==> src/rtl/mem_access_ctrl.sv <==
// ---------------------------------------------------------------------------
// mem_access_ctrl
//
// MEM-stage controller between the EX/MEM and MEM/WB pipeline registers.
// It turns a load or store held in MEM into one req/ack transaction on the
// data-memory bus. It stalls the upstream pipeline until the bus acknowledges,
// then loads MEM/WB. ALU-only instructions pass straight through without a
// stall.
//
// Optional build macro: MEM_TIMEOUT_EN
//   When defined, a watchdog abandons a request that is not acknowledged
//   within TIMEOUT_CYCLES cycles in REQ. The sticky bus_errW output is then
//   set. When undefined, REQ waits indefinitely and bus_errW does not exist.
//
// Ports
//   clk, rst          pipeline clock, synchronous active-high reset
//   Regfile_weM       register write enable of the instruction in MEM
//   DataMem_weM       store in MEM (wins over memReadM if both are set)
//   memReadM          load in MEM
//   wirteRegAddrM     destination register
//   aluOutM           ALU result / effective address
//   writeDataM        store data
//   stallM            combinational; freezes PC, IF/ID, ID/EX, EX/MEM
//   dmem_req/we/addr/wdata  registered bus request (addr word aligned)
//   dmem_ack          responder completion, only looked at in REQ
//   dmem_rdata        read data, valid with dmem_ack
//   Regfile_weW, memToRegW, wirteRegAddrW, aluOutW, readDataW   MEM/WB register
//   bus_errW          sticky timeout flag (MEM_TIMEOUT_EN only)
//
// state   | meaning
// --------+--------------------------------------------------------------
// ST_IDLE | no access outstanding; ALU ops pass, memory ops are issued
// ST_REQ  | dmem_req held high, waiting for dmem_ack (or the watchdog)
// ---------------------------------------------------------------------------
module mem_access_ctrl #(
  parameter int DATA_W         = 32,
  parameter int REG_AW         = 5,
  parameter int TIMEOUT_CYCLES = 16
) (
  input  logic              clk,
  input  logic              rst,
  input  logic              Regfile_weM,
  input  logic              DataMem_weM,
  input  logic              memReadM,
  input  logic [REG_AW-1:0] wirteRegAddrM,
  input  logic [DATA_W-1:0] aluOutM,
  input  logic [DATA_W-1:0] writeDataM,
  output logic              stallM,
  output logic              dmem_req,
  output logic              dmem_we,
  output logic [DATA_W-1:0] dmem_addr,
  output logic [DATA_W-1:0] dmem_wdata,
  input  logic              dmem_ack,
  input  logic [DATA_W-1:0] dmem_rdata,
  output logic              Regfile_weW,
  output logic              memToRegW,
  output logic [REG_AW-1:0] wirteRegAddrW,
  output logic [DATA_W-1:0] aluOutW,
`ifdef MEM_TIMEOUT_EN
  output logic              bus_errW,
`endif
  output logic [DATA_W-1:0] readDataW
);

  if (TIMEOUT_CYCLES < 1) begin : g_bad_timeout
    $error("TIMEOUT_CYCLES must be at least 1");
  end

  typedef enum logic {
    ST_IDLE = 1'b0,
    ST_REQ  = 1'b1
  } state_t;

  state_t r_state;
  state_t w_state_nxt;

  logic w_op;
  logic w_is_load;
  logic w_issue;
  logic w_pass;
  logic w_done;
  logic w_timeout;

  assign w_op      = memReadM | DataMem_weM;
  // A load with the store bit also set is treated as a store.
  assign w_is_load = memReadM & ~DataMem_weM;

`ifdef MEM_TIMEOUT_EN
  localparam int TMR_W = (TIMEOUT_CYCLES > 1) ? $clog2(TIMEOUT_CYCLES) : 1;

  logic [TMR_W-1:0] r_tmr;
  logic             w_tmr_tc;

  // Down-counter loaded on issue. Terminal count marks the last allowed REQ cycle.
  assign w_tmr_tc = (r_tmr == '0);

  always_ff @(posedge clk) begin
    if (rst) begin
      r_tmr    <= '0;
      bus_errW <= 1'b0;
    end else begin
      if (w_issue) begin
        r_tmr <= TMR_W'(TIMEOUT_CYCLES - 1);
      end else if ((r_state == ST_REQ) && !w_tmr_tc) begin
        r_tmr <= r_tmr - 1'b1;
      end
      if (w_timeout) begin
        bus_errW <= 1'b1;
      end
    end
  end
`endif

  always_ff @(posedge clk) begin
    if (rst) begin
      r_state <= ST_IDLE;
    end else begin
      r_state <= w_state_nxt;
    end
  end

  always_comb begin
    w_state_nxt = r_state;
    stallM      = 1'b0;
    w_issue     = 1'b0;
    w_pass      = 1'b0;
    w_done      = 1'b0;
    w_timeout   = 1'b0;
    case (r_state)
      ST_IDLE: begin
        if (w_op) begin
          stallM      = 1'b1;
          w_issue     = 1'b1;
          w_state_nxt = ST_REQ;
        end else begin
          w_pass = 1'b1;
        end
      end
      ST_REQ: begin
        // An ack in the same cycle as the watchdog expiry wins.
        if (dmem_ack) begin
          w_done      = 1'b1;
          w_state_nxt = ST_IDLE;
`ifdef MEM_TIMEOUT_EN
        end else if (w_tmr_tc) begin
          w_timeout   = 1'b1;
          w_state_nxt = ST_IDLE;
`endif
        end else begin
          stallM = 1'b1;
        end
      end
      default: begin
        w_state_nxt = ST_IDLE;
      end
    endcase
  end

  always_ff @(posedge clk) begin
    if (rst) begin
      dmem_req      <= 1'b0;
      dmem_we       <= 1'b0;
      dmem_addr     <= '0;
      dmem_wdata    <= '0;
      Regfile_weW   <= 1'b0;
      memToRegW     <= 1'b0;
      wirteRegAddrW <= '0;
      aluOutW       <= '0;
      readDataW     <= '0;
    end else begin
      // Bus request fields are captured only on issue and held through REQ.
      if (w_issue) begin
        dmem_req   <= 1'b1;
        dmem_we    <= DataMem_weM;
        dmem_addr  <= {aluOutM[DATA_W-1:2], 2'b00};
        dmem_wdata <= writeDataM;
      end else if (w_done || w_timeout) begin
        dmem_req <= 1'b0;
      end

      if (w_pass) begin
        Regfile_weW   <= Regfile_weM;
        memToRegW     <= 1'b0;
        wirteRegAddrW <= wirteRegAddrM;
        aluOutW       <= aluOutM;
      end else if (w_done) begin
        Regfile_weW   <= Regfile_weM & ~DataMem_weM;
        memToRegW     <= w_is_load;
        wirteRegAddrW <= wirteRegAddrM;
        aluOutW       <= aluOutM;
        if (w_is_load) begin
          readDataW <= dmem_rdata;
        end
      end else begin
        // Issue, wait and timeout cycles all push a bubble into MEM/WB.
        Regfile_weW <= 1'b0;
      end
    end
  end

endmodule

==> config.mk <==
export PLATFORM = sky130hd
export DESIGN_NAME = mem_access_ctrl
export DESIGN_NICKNAME = d
export VERILOG_FILES = /design/src/rtl/mem_access_ctrl.sv
export SDC_FILE = /design/constraint.sdc
export NUM_CORES = 1
export LEC_CHECK = 0
export CAP_MARGIN = 40
export CORE_MARGIN = 2
export CORE_UTILIZATION = 44
export CTS_CLUSTER_SIZE = 40
export DETAILED_ROUTE_END_ITERATION = 8
export GPL_ROUTABILITY_DRIVEN = 0
export PLACE_DENSITY = 0.85
export SLEW_MARGIN = 20
export SYNTH_ARGS = -nofsm -noshare
export SYNTH_HDL_FRONTEND = slang
export SYNTH_SLANG_ARGS = --single-unit
export TNS_END_PERCENT = 50
==> constraint.sdc <==
create_clock -name clk -period 2.98 [get_ports clk]
set_clock_uncertainty 0.05 [all_clocks]
set_input_delay 0.894 -clock clk [delete_from_list [all_inputs] [get_ports clk]]
set_output_delay 0.894 -clock clk [all_outputs]
set_load 0.01 [all_outputs]
==> flow_summary.json, run 1 <==
{
  "cp_slowest_cell": "clkdlybuf4s50_1",
  "cts-resized-gates": 2,
  "synth.avg_cell_area_sq_um": 8.69,
  "pin_count": 245,
  "numCtsBuffers": 17,
  "core_area_sq_um": 11400,
  "critPathCaptureType": "output pin",
  "multiInputGateArea_sq_um": 2140,
  "die_area_sq_um": 12600,
  "synth_top_cell_by_area": "dfxtp_1",
  "via_count": 4812,
  "start_kind": "input pin",
  "initial_utilization": 0.451,
  "async_reset_ff_frac": 0,
  "status": "finished, final reports clean",
  "cap_violations": 0,
  "max_slew.worst_pin.slew_ps": 674,
  "path_clk_slew_ps": 50,
  "power_w": 0.00461,
  "synth.top_cells.by_count": "nand2_1 (189), dfxtp_1 (136), a21oi_1 (94)",
  "wl_mm": 15.1,
  "clk_latency_ps": 410,
  "slew_violations": 0,
  "fp-row-count": 39,
  "rsz0062_at_grt": "no",
  "ys_types": 23,
  "io_buffers": 242,
  "synth_area_leaders": "dfxtp_1 (53%), nand2_1 (14%), a21oi_1 (9.1%)",
  "clockBufferDepth": 2,
  "dp_hpwl_mm": 10.7,
  "hold_ws_ps": 403,
  "vias_per_cell": 4.94,
  "grt_max_degree": 65,
  "drt-initial-drc-count": 264,
  "cts_sinks": 136,
  "slew_headroom": 0.551,
  "slowest_delay_ps": 460,
  "antenna_found_initial": 0,
  "hold_violations": 0,
  "register_area_sq_um": 2720,
  "cts_tree": "done",
  "path_max_fanout": 2,
  "routedWlPerCell_microns": 15.5,
  "ys_ff_latch": 136,
  "overflow": 0,
  "post-route-period-util": 0.994,
  "cts_hold_buf": 0,
  "fin_crit_ps": 2960,
  "cp_top_family": "buffers and inverters",
  "grt_pass1_wl_mm": 24.0,
  "synth.most_common_cell": "nand2_1",
  "area_delta_synth_final_pct": 57.7,
  "fill_cells": 848,
  "power_density_nw_per_um2": 567,
  "cp.arrival_ps": 2020,
  "htreeDepth": 4,
  "critPathBufInv": 2,
  "syn_area_sq_um": 5150,
  "num_antenna_cells": 0,
  "ir_worst_vdd_mv": 0.375,
  "cts_setup_buffers": 0,
  "fin_area_sq_um": 8130,
  "final-setup-viol-count": 0,
  "ant_nets": 0,
  "die_h_microns": 112,
  "place_area_sq_um": 7590,
  "tns_ps": 0,
  "synth_ff_type": "dfxtp_1",
  "synth_top_area_share": 0.528,
  "die_w_microns": 112,
  "fin_nets": 929,
  "cts-root-buf": "clkbuf_16",
  "power.leakage_nw": 3.16,
  "grt_use_total": 0.238,
  "crit_required_ps": 2040,
  "ys_seq_area_frac": 0.528,
  "yosys_warnings": 0,
  "first_pass_iters": 4,
  "path_cells": "clkdlybuf4s50_1 -> o31a_2 -> clkdlybuf4s15_1",
  "synth-edff-count": 0,
  "synthCells": 593,
  "drive_above_1_share": 0.0529,
  "fmax_mhz": 338,
  "grt_pass1_vias": 4913,
  "critPathKind": "input pin to output pin",
  "drc_errors": 0,
  "hp-class": "flip-flop to flip-flop"
}
==> state kept, by name (all words and copies together), names as in the netlist <==
signal         cells
wirteRegAddrW      5
readDataW         32
r_state            1
dmem_we            1
dmem_addr         30
dmem_wdata        32
memToRegW          1
dmem_req           1
Regfile_weW        1
aluOutW           32
==> final cells by class <==
cell class	instances	area share
clock inverters	3	0.00185
well taps	143	0.0220
flip-flops and latches	136	0.335
multi-input cells	411	0.263
clock buffers	26	0.0639
repair buffers	256	0.314
==> worst paths after layout <==
path,start,endpoint,slack [ps],cells after the start
min reg2reg,dmem_addr[23],dmem_addr[23],400,2
max,DataMem_weM,stallM,20,3
min,dmem_addr[23],dmem_addr[23],400,2
max reg2reg,r_state,aluOutW[8],1240,3
==> kinds of logic after synthesis <==
kind of cell           share of synthesized area
DFF                                        0.528
AOI/OAI and AO/OA                          0.101
buffers and inverters                     0.0590
muxes                                     0.0738
and+or+nand+nor                            0.237
other                                   0.000728
==> cell usage in the layout (no fill, tap or decap), drive strengths merged, types with 2 or more instances in the layout <==
master	count
a21oi	94
mux2i	38
clkdlybuf4s50	240
nor2b	2
conb	2
nor2	3
dfxtp	136
buf	15
clkbuf	26
clkinv	3
nand2b	74
nand2	189
==> worst min-delay path: cells and delay by family, from the launching register on <==
kind / cells / cell delay [ps]
simple gates: 1 / 50
flops: 1 / 300
compound gates: 1 / 50
==> power breakdown <==
part / total [W] / internal (W) / switching [W]
Combinational: 0.000734 / 0.000414 / 0.000320
Sequential: 0.00199 / 0.00193 / 0.0000571
Clock: 0.00189 / 0.00118 / 0.000708
==> stage by stage <==
stage | utilization | std cells | worst slack (ps)
after CTS | 0.712 | 975 | 27.5
after floorplan | - | 594 | 591
after global placement | 0.665 | 946 | -212
final | 0.712 | 975 | 18.2
after detailed placement | 0.665 | 946 | -239
after global routing | 0.712 | 975 | 1.38
==> layer usage <==
layer | routed length, microns | GRT usage | vias to the layer above
met3 | 1060 | 0.0724 | 31
met2 | 7630 | 0.413 | 190
li1 | - | - | 2350
met4 | 378 | 0.111 | 0
met1 | 6070 | 0.269 | 2241
met5 | 0 | 0 | -
Power figures use the tool's default switching activity.
==> inputs of run 2 (changes only) <==
==> constraint.sdc (replaced) <==
create_clock -name clk -period 3.5 [get_ports clk]
set_clock_uncertainty 0.05 [all_clocks]
set_input_delay 1.05 -clock clk [delete_from_list [all_inputs] [get_ports clk]]
set_output_delay 1.05 -clock clk [all_outputs]
set_load 0.01 [all_outputs]
==> flow_summary.json, run 2 (same netlist as run 1, synthesis figures left out) <==
{
  "die_w_microns": 112,
  "critPathBufInv": 2,
  "slew_headroom": 0.551,
  "fin_nets": 929,
  "vias_per_cell": 4.92,
  "first_pass_iters": 4,
  "core_area_sq_um": 11400,
  "setup_slack_ps": 184,
  "layout.cells.non_filler": 976,
  "max_slew.worst_pin.slew_ps": 673,
  "ant_nets": 0,
  "drc_errors": 0,
  "cp.arrival_ps": 2220,
  "cap_violations": 0,
  "cts-root-buf": "clkbuf_16",
  "routedWlPerCell_microns": 15.3,
  "cp_slowest_cell": "clkdlybuf4s50_1",
  "fin_crit_ps": 3320,
  "hp-class": "flip-flop to flip-flop",
  "htreeDepth": 4,
  "place_ws_ps": -26.3,
  "fmax_mhz": 302,
  "hold_violations": 0,
  "post-route-period-util": 0.947,
  "r2r_cells": 3,
  "path_clk_slew_ps": 50,
  "critPathCaptureType": "output pin",
  "power.leakage_nw": 3.15,
  "grt_pass1_vias": 4922,
  "path_cells": "clkdlybuf4s50_1 -> o31a_2 -> dlygate4sd2_1",
  "fill_cells": 864,
  "grt_use_total": 0.236,
  "initial_utilization": 0.451,
  "crit_required_ps": 2400,
  "clockBufferDepth": 2,
  "cp.depth": 3,
  "slowest_delay_ps": 450,
  "num_antenna_cells": 0,
  "dpl.cell_count": 946,
  "via_count": 4806,
  "cp_top_family": "buffers and inverters",
  "drive_above_1_share": 0.0504,
  "cts_hold_buf": 0,
  "hold_ws_ps": 402,
  "start_kind": "input pin",
  "cts_sinks": 136,
  "tns_ps": 0,
  "grt_max_degree": 82,
  "fp-row-count": 39,
  "critPathKind": "input pin to output pin",
  "final-setup-viol-count": 0,
  "mostFrequentLayoutCells": "clkdlybuf4s50_1 (240), nand2_1 (189), dfxtp_1 (136), a21oi_1 (94), nand2b_1 (74)",
  "cts_tree": "done",
  "dp_hpwl_mm": 10.6,
  "antenna_found_initial": 0,
  "crit-reg2reg-launch": "r_state",
  "path_max_fanout": 2,
  "final_common_cell": "clkdlybuf4s50_1",
  "grt_pass1_wl_mm": 23.8,
  "power_w": 0.00386,
  "slew_violations": 0,
  "numCtsBuffers": 17,
  "whs_path_depth": 2,
  "wl_mm": 14.9,
  "die_area_sq_um": 12600,
  "r2r_slack_ps": 1780,
  "drt-initial-drc-count": 237,
  "overflow": 0,
  "status": "finished, final reports clean",
  "die_h_microns": 112,
  "rsz0062_at_grt": "no",
  "clk_latency_ps": 410,
  "power_density_nw_per_um2": 478,
  "io_buffers": 242,
  "largestRegisters": "aluOutW x32, dmem_wdata x32, readDataW x32",
  "worstHoldStart": "dmem_wdata[26]",
  "area_delta_synth_final_pct": 56.9,
  "pin_count": 245,
  "ir_worst_vdd_mv": 0.319,
  "cp-startpoint": "DataMem_weM"
}
## run 2: cell count changes in the layout (fill, tap and decap cells not counted)
cell             previous run  this run
clkbuf_8                    6         3
dlygate4sd2_1               0         1
buf_12                      2         1
clkdlybuf4s15_1             1         0
clkbuf_1                    3         6
clkinv_2                    3         4
buf_4                      13        14
## run 2: final timing paths
| check | endpoint |
|---|---|
| worst max register to register | aluOutW[13] |
| worst min register to register | dmem_wdata[26] |
| worst min-delay path | dmem_wdata[26] |
| worst max-delay path | stallM |
## run 2: layer usage
layer,vias up,wire (microns),GRT usage
li1,2346,-,-
met3,24,1060,0.0783
met1,2250,6030,0.262
met2,186,7550,0.419
met4,0,294,0.0927
met5,-,0,0
## run 2: layout make-up
class	count	area, sq um	share of cell area
Clock buffer	26	489	0.0605
Clock inverter	4	20.0	0.00248
Multi-Input combinational cell	411	2140	0.265
Sequential cell	136	2720	0.337
Tap cell	143	179	0.0221
Timing Repair Buffer	256	2540	0.314
## run 2: what timing repair did
| action | CTS | global route |
|---|---|---|
| endpoints found under the setup margin | 1 | 0 |
| buffers inserted | 0 | 0 |
| gates resized for setup | 1 | 0 |
## run 2: power breakdown
part / switching [W] / internal, W / total, W
Combinational: 0.000270 / 0.000349 / 0.000619
Sequential: 0.0000480 / 0.00164 / 0.00169
Clock: 0.000607 / 0.000947 / 0.00155
## run 2: metrics by stage
step / instance area, sq um / util
after floorplan: 5160 / -
after global placement: 7580 / 0.664
after detailed placement: 7580 / 0.664
after CTS: 8090 / 0.708
after global routing: 8090 / 0.708
final: 8090 / 0.708
## run 2: worst min-delay path, cell delays in order, from the launching register on
cell     delay [ps]
dfxtp_1         300
nand2_1          50
a21oi_1          50
==> inputs of run 3 (changes only) <==
--- a/config.mk
+++ b/config.mk
@@ -6,6 +6,7 @@
 export NUM_CORES = 1
 export LEC_CHECK = 0
 export CAP_MARGIN = 40
+export CORE_ASPECT_RATIO = 0.5
 export CORE_MARGIN = 2
 export CORE_UTILIZATION = 44
 export CTS_CLUSTER_SIZE = 40
==> flow_summary.json, run 3 (same netlist as run 1, synthesis figures left out) <==
{
  "power.leakage_nw": 3.17,
  "area_delta_synth_final_pct": 58.7,
  "cts_sinks": 136,
  "largestRegisters": "aluOutW x32, dmem_wdata x32, readDataW x32",
  "drive_above_1_share": 0.0517,
  "p_comb_frac": 0.156,
  "fin_nets": 927,
  "path_cells": "clkdlybuf4s50_1 -> o31a_2 -> clkdlybuf4s50_1",
  "start_kind": "input pin",
  "antenna_found_initial": 0,
  "cts_tree": "done",
  "cts-root-buf": "clkbuf_16",
  "setup_slack_ps": 61.9,
  "cp-startpoint": "DataMem_weM",
  "io_buffers": 242,
  "via_count": 4725,
  "r2r_cells": 4,
  "register_area_sq_um": 2720,
  "rsz0062_at_grt": "no",
  "fill_cells": 835,
  "cts_hold_buf": 0,
  "r2r_slack_ps": 1790,
  "endpoint": "stallM",
  "mostFrequentLayoutCells": "clkdlybuf4s50_1 (241), nand2_1 (189), dfxtp_1 (136), a21oi_1 (94), nand2b_1 (74)",
  "pin_count": 245,
  "cp.arrival_ps": 2340,
  "grt_pass1_vias": 4724,
  "grt_pass1_wl_mm": 23.1,
  "vias_per_cell": 4.77,
  "first_pass_iters": 5,
  "overflow": 0,
  "die_area_sq_um": 12600,
  "htreeDepth": 4,
  "ant_nets": 0,
  "fp-row-count": 27,
  "slowest_delay_ps": 490,
  "critPathCaptureType": "output pin",
  "tns_ps": 0,
  "critPathKind": "input pin to output pin",
  "path_clk_slew_ps": 60,
  "drc_errors": 0,
  "post-route-period-util": 0.982,
  "path_max_fanout": 2,
  "hold_violations": 0,
  "place_ws_ps": 64.0,
  "die_h_microns": 80.5,
  "cap_violations": 0,
  "clkPwrFrac": 0.425,
  "clk_latency_ps": 390,
  "routedWlPerCell_microns": 14.9,
  "power_density_nw_per_um2": 492,
  "fmax_mhz": 291,
  "hp-class": "flip-flop to flip-flop",
  "status": "finished, final reports clean",
  "slew_headroom": 0.526,
  "multiInputGateArea_sq_um": 2140,
  "p_switching_w": 0.000971,
  "cts-resized-gates": 0,
  "numCtsBuffers": 17,
  "cp_slowest_cell": "clkdlybuf4s50_1",
  "power_w": 0.00403,
  "grt_max_degree": 73,
  "seqPwrFrac": 0.419,
  "clockBufferDepth": 2,
  "final-setup-viol-count": 0,
  "max_slew.worst_pin.slew_ps": 711,
  "num_antenna_cells": 0,
  "grt_use_total": 0.233,
  "die_w_microns": 157,
  "ir_worst_vdd_mv": 0.344,
  "cpMostUsedCell": "clkdlybuf4s50_1",
  "dp_hpwl_mm": 9.93,
  "fin_crit_ps": 3440,
  "cts_setup_buffers": 0,
  "final_common_cell": "clkdlybuf4s50_1",
  "crit-reg2reg-launch": "r_state",
  "wl_mm": 14.8,
  "intPower_w": 0.00305,
  "core_area_sq_um": 11200,
  "initial_utilization": 0.460,
  "crit_required_ps": 2400,
  "slew_violations": 0,
  "rr_endpoint": "readDataW[19]",
  "drt-initial-drc-count": 209,
  "swShare": 0.241
}
[run 3: changes by cell type in the layout (fill, tap and decap cells not counted)]
cell             previous run  this run
clkdlybuf4s50_1           240       241
clkinv_2                    4         5
clkinv_4                    0         1
dlygate4sd2_1               1         0
bufinv_16                   0         2
buf_12                      1         4
clkbuf_8                    3         1
clkinvlp_4                  0         1
clkbuf_1                    6         4
buf_4                      14         9
[run 3: area by class of cell]
cell class,count,share of cell area
sequential,136,0.333
timing repair buffer,254,0.313
multi-input combinational,411,0.262
clock buffer,22,0.0555
tap,159,0.0243
clock inverter,9,0.0124
[run 3: routing by layer]
layer	part of all wire	vias up	track usage	wire length, microns
li1	-	2349	-	-
met1	0.41	2210	0.263	6090
met4	0.028	0	0.107	417
met5	0	-	0	0
met3	0.049	35	0.0599	725
met2	0.51	131	0.418	7560
[run 3: critical path, delay by kind of cell]
| family | cells | cell delay, ps |
|---|---|---|
| buffers and inverters | 2 | 910 |
| AOI/OAI and AO/OA | 1 | 380 |
[run 3: worst min-delay path by stage]
stage          cells after the start  slack, ps             end      startpoint
6_report                           2        400   dmem_wdata[8]   dmem_wdata[8]
5_1_grt                            2        420  dmem_wdata[22]  dmem_wdata[22]
4_1_cts                            2        400   dmem_addr[30]   dmem_addr[30]
3_5_place_dp                       2        400   dmem_wdata[8]   dmem_wdata[8]
3_3_place_gp                       2        390    readDataW[0]    readDataW[0]
2_1_floorplan                      2        430   dmem_addr[10]   dmem_addr[10]
[run 3: through the flow]
step / utilization / instances / cell area [sq um] / hold slack (ps)
2_1_floorplan: - / 594 / 5160 / 431
3_3_place_gp: 0.679 / 960 / 7620 / 390
3_5_place_dp: 0.679 / 960 / 7620 / 396
4_1_cts: 0.729 / 991 / 8180 / 404
5_1_grt: 0.729 / 991 / 8180 / 417
6_report: 0.729 / 991 / 8180 / 402
[run 3: power by group through the flow]
stage | clock network [W] | registers, W | logic [W]
after floorplan | 0 | 0.00176 | 0.000237
after global placement | 0 | 0.00172 | 0.000614
after detailed placement | 0 | 0.00172 | 0.000624
after CTS | 0.00173 | 0.00169 | 0.000630
after global routing | 0.00180 | 0.00170 | 0.000673
final | 0.00171 | 0.00169 | 0.000626
==> patch: new RTL, settings of run 3 <==
Change the parameter `DATA_W` from 32 to 48.
--- a/src/rtl/mem_access_ctrl.sv
+++ b/src/rtl/mem_access_ctrl.sv
@@ -35,3 +35,3 @@
 module mem_access_ctrl #(
-  parameter int DATA_W         = 32,
+  parameter int DATA_W         = 48,
   parameter int REG_AW         = 5,
Ports: changed (7 resized); port bits go from 245 to 357. No check against the original RTL was run, so the function may have changed too.
==> patch against run 3 <==
Worst setup slack improved by 0.092 ns. Worst hold slack improved by 0.0016 ns. Synthesized cell count increased by 47%. Die area increased by 42%. Utilization decreased by 1.4 points. Sequential share of layout area increased by 0.76 points. Sequential cell count increased by 64. Cell area increased by 44%. Wire length increased by 50%. Synthesized area increased by 44%. Clock power increased by 25%. Total power increased by 37%. Critical path type unchanged.
==> patch: results <==
set metrics [dict create \
    ir_worst_vdd_v 0.000346 \
    drive_above_1_share 0.0375 \
    leakage_uw 0.00452 \
    use_met3 0.0569 \
    holdPathStages 2 \
    top_regs "aluOutW (48), dmem_wdata (48), readDataW (48)" \
    synthArstFlopShare 0 \
    drt-initial-drc-count 363 \
    synth.area.top_cells "dfxtp_1 (54%), nand2_1 (14%), a21oi_1 (9.6%)" \
    synth_top_area_frac 0.541 \
    drt-pass1-iter-count 7 \
    fin_ws_ns 0.154 \
    fillers 1236 \
    io_buffer_count 354 \
    seq_area_frac_synth 0.541 \
    hold_ws_ns 0.404 \
    grt.total_usage 0.235 \
    pre_cts_ws_ns -0.0649 \
    synth.top_cells.by_count "nand2_1 (285), dfxtp_1 (200), a21oi_1 (142)" \
    crit_path_max_incr_delay_ns 0.47 \
    holdPathEnd "dmem_addr[36]$_SDFFE_PP0P_" \
    vias 6931 \
    routed_wl_um 22200 \
    crit_family "buffers and inverters" \
    synthMuxAreaShare 0.0730 \
    synth_compound_area_frac 0.102 \
    worst_pin_slew_ns 0.525 \
    synth_cells 869 \
    dpl-instance-area_sq_um 11100 \
    dp_cells 1397 \
    grt_pass1_vias 6625 \
    nets 1344 \
    min_from "dmem_addr[36]$_SDFFE_PP0P_" \
    r2r_start "r_state$_SDFF_PP0_" \
    r2r_end "aluOutW[26]$_SDFFE_PP0P_" \
    cts_resized 1 \
    yosys.cell_types.count 21 \
    grt.met1_usage 0.258 \
    grt_pass1_wl_um 33500 \
    grt_max_degree 95 \
    internal-power_uw 4220 \
    status "finished, final reports clean" \
    synth_ff_type "dfxtp_1" \
    avgRoutedWirePerCell_um 15.6 \
    grt.met2_usage 0.448 \
]
[patch: area by class of cell]
type	count	area [sq um]	share of cell area
flip-flops and latches	200	4000	0.341
clock buffers	20	447	0.0380
well taps	227	284	0.0242
multi-input cells	603	3110	0.264
clock inverters	10	193	0.0164
repair buffers	367	3720	0.317
[patch: routing by layer]
| metal | vias up | share of wire |
|---|---|---|
| met5 | - | 0 |
| met4 | 0 | 0.030 |
| met3 | 44 | 0.051 |
| met2 | 219 | 0.53 |
| met1 | 3247 | 0.39 |
| li1 | 3421 | - |
[patch: power by group through the flow]
| stage | sequential [uW] | clock (uW) | combinational (uW) |
|---|---|---|---|
| after floorplan | 2590 | 0 | 313 |
| after global placement | 2520 | 0 | 898 |
| after detailed placement | 2530 | 0 | 920 |
| after CTS | 2480 | 2180 | 924 |
| after global routing | 2490 | 2270 | 982 |
| final | 2480 | 2130 | 918 |
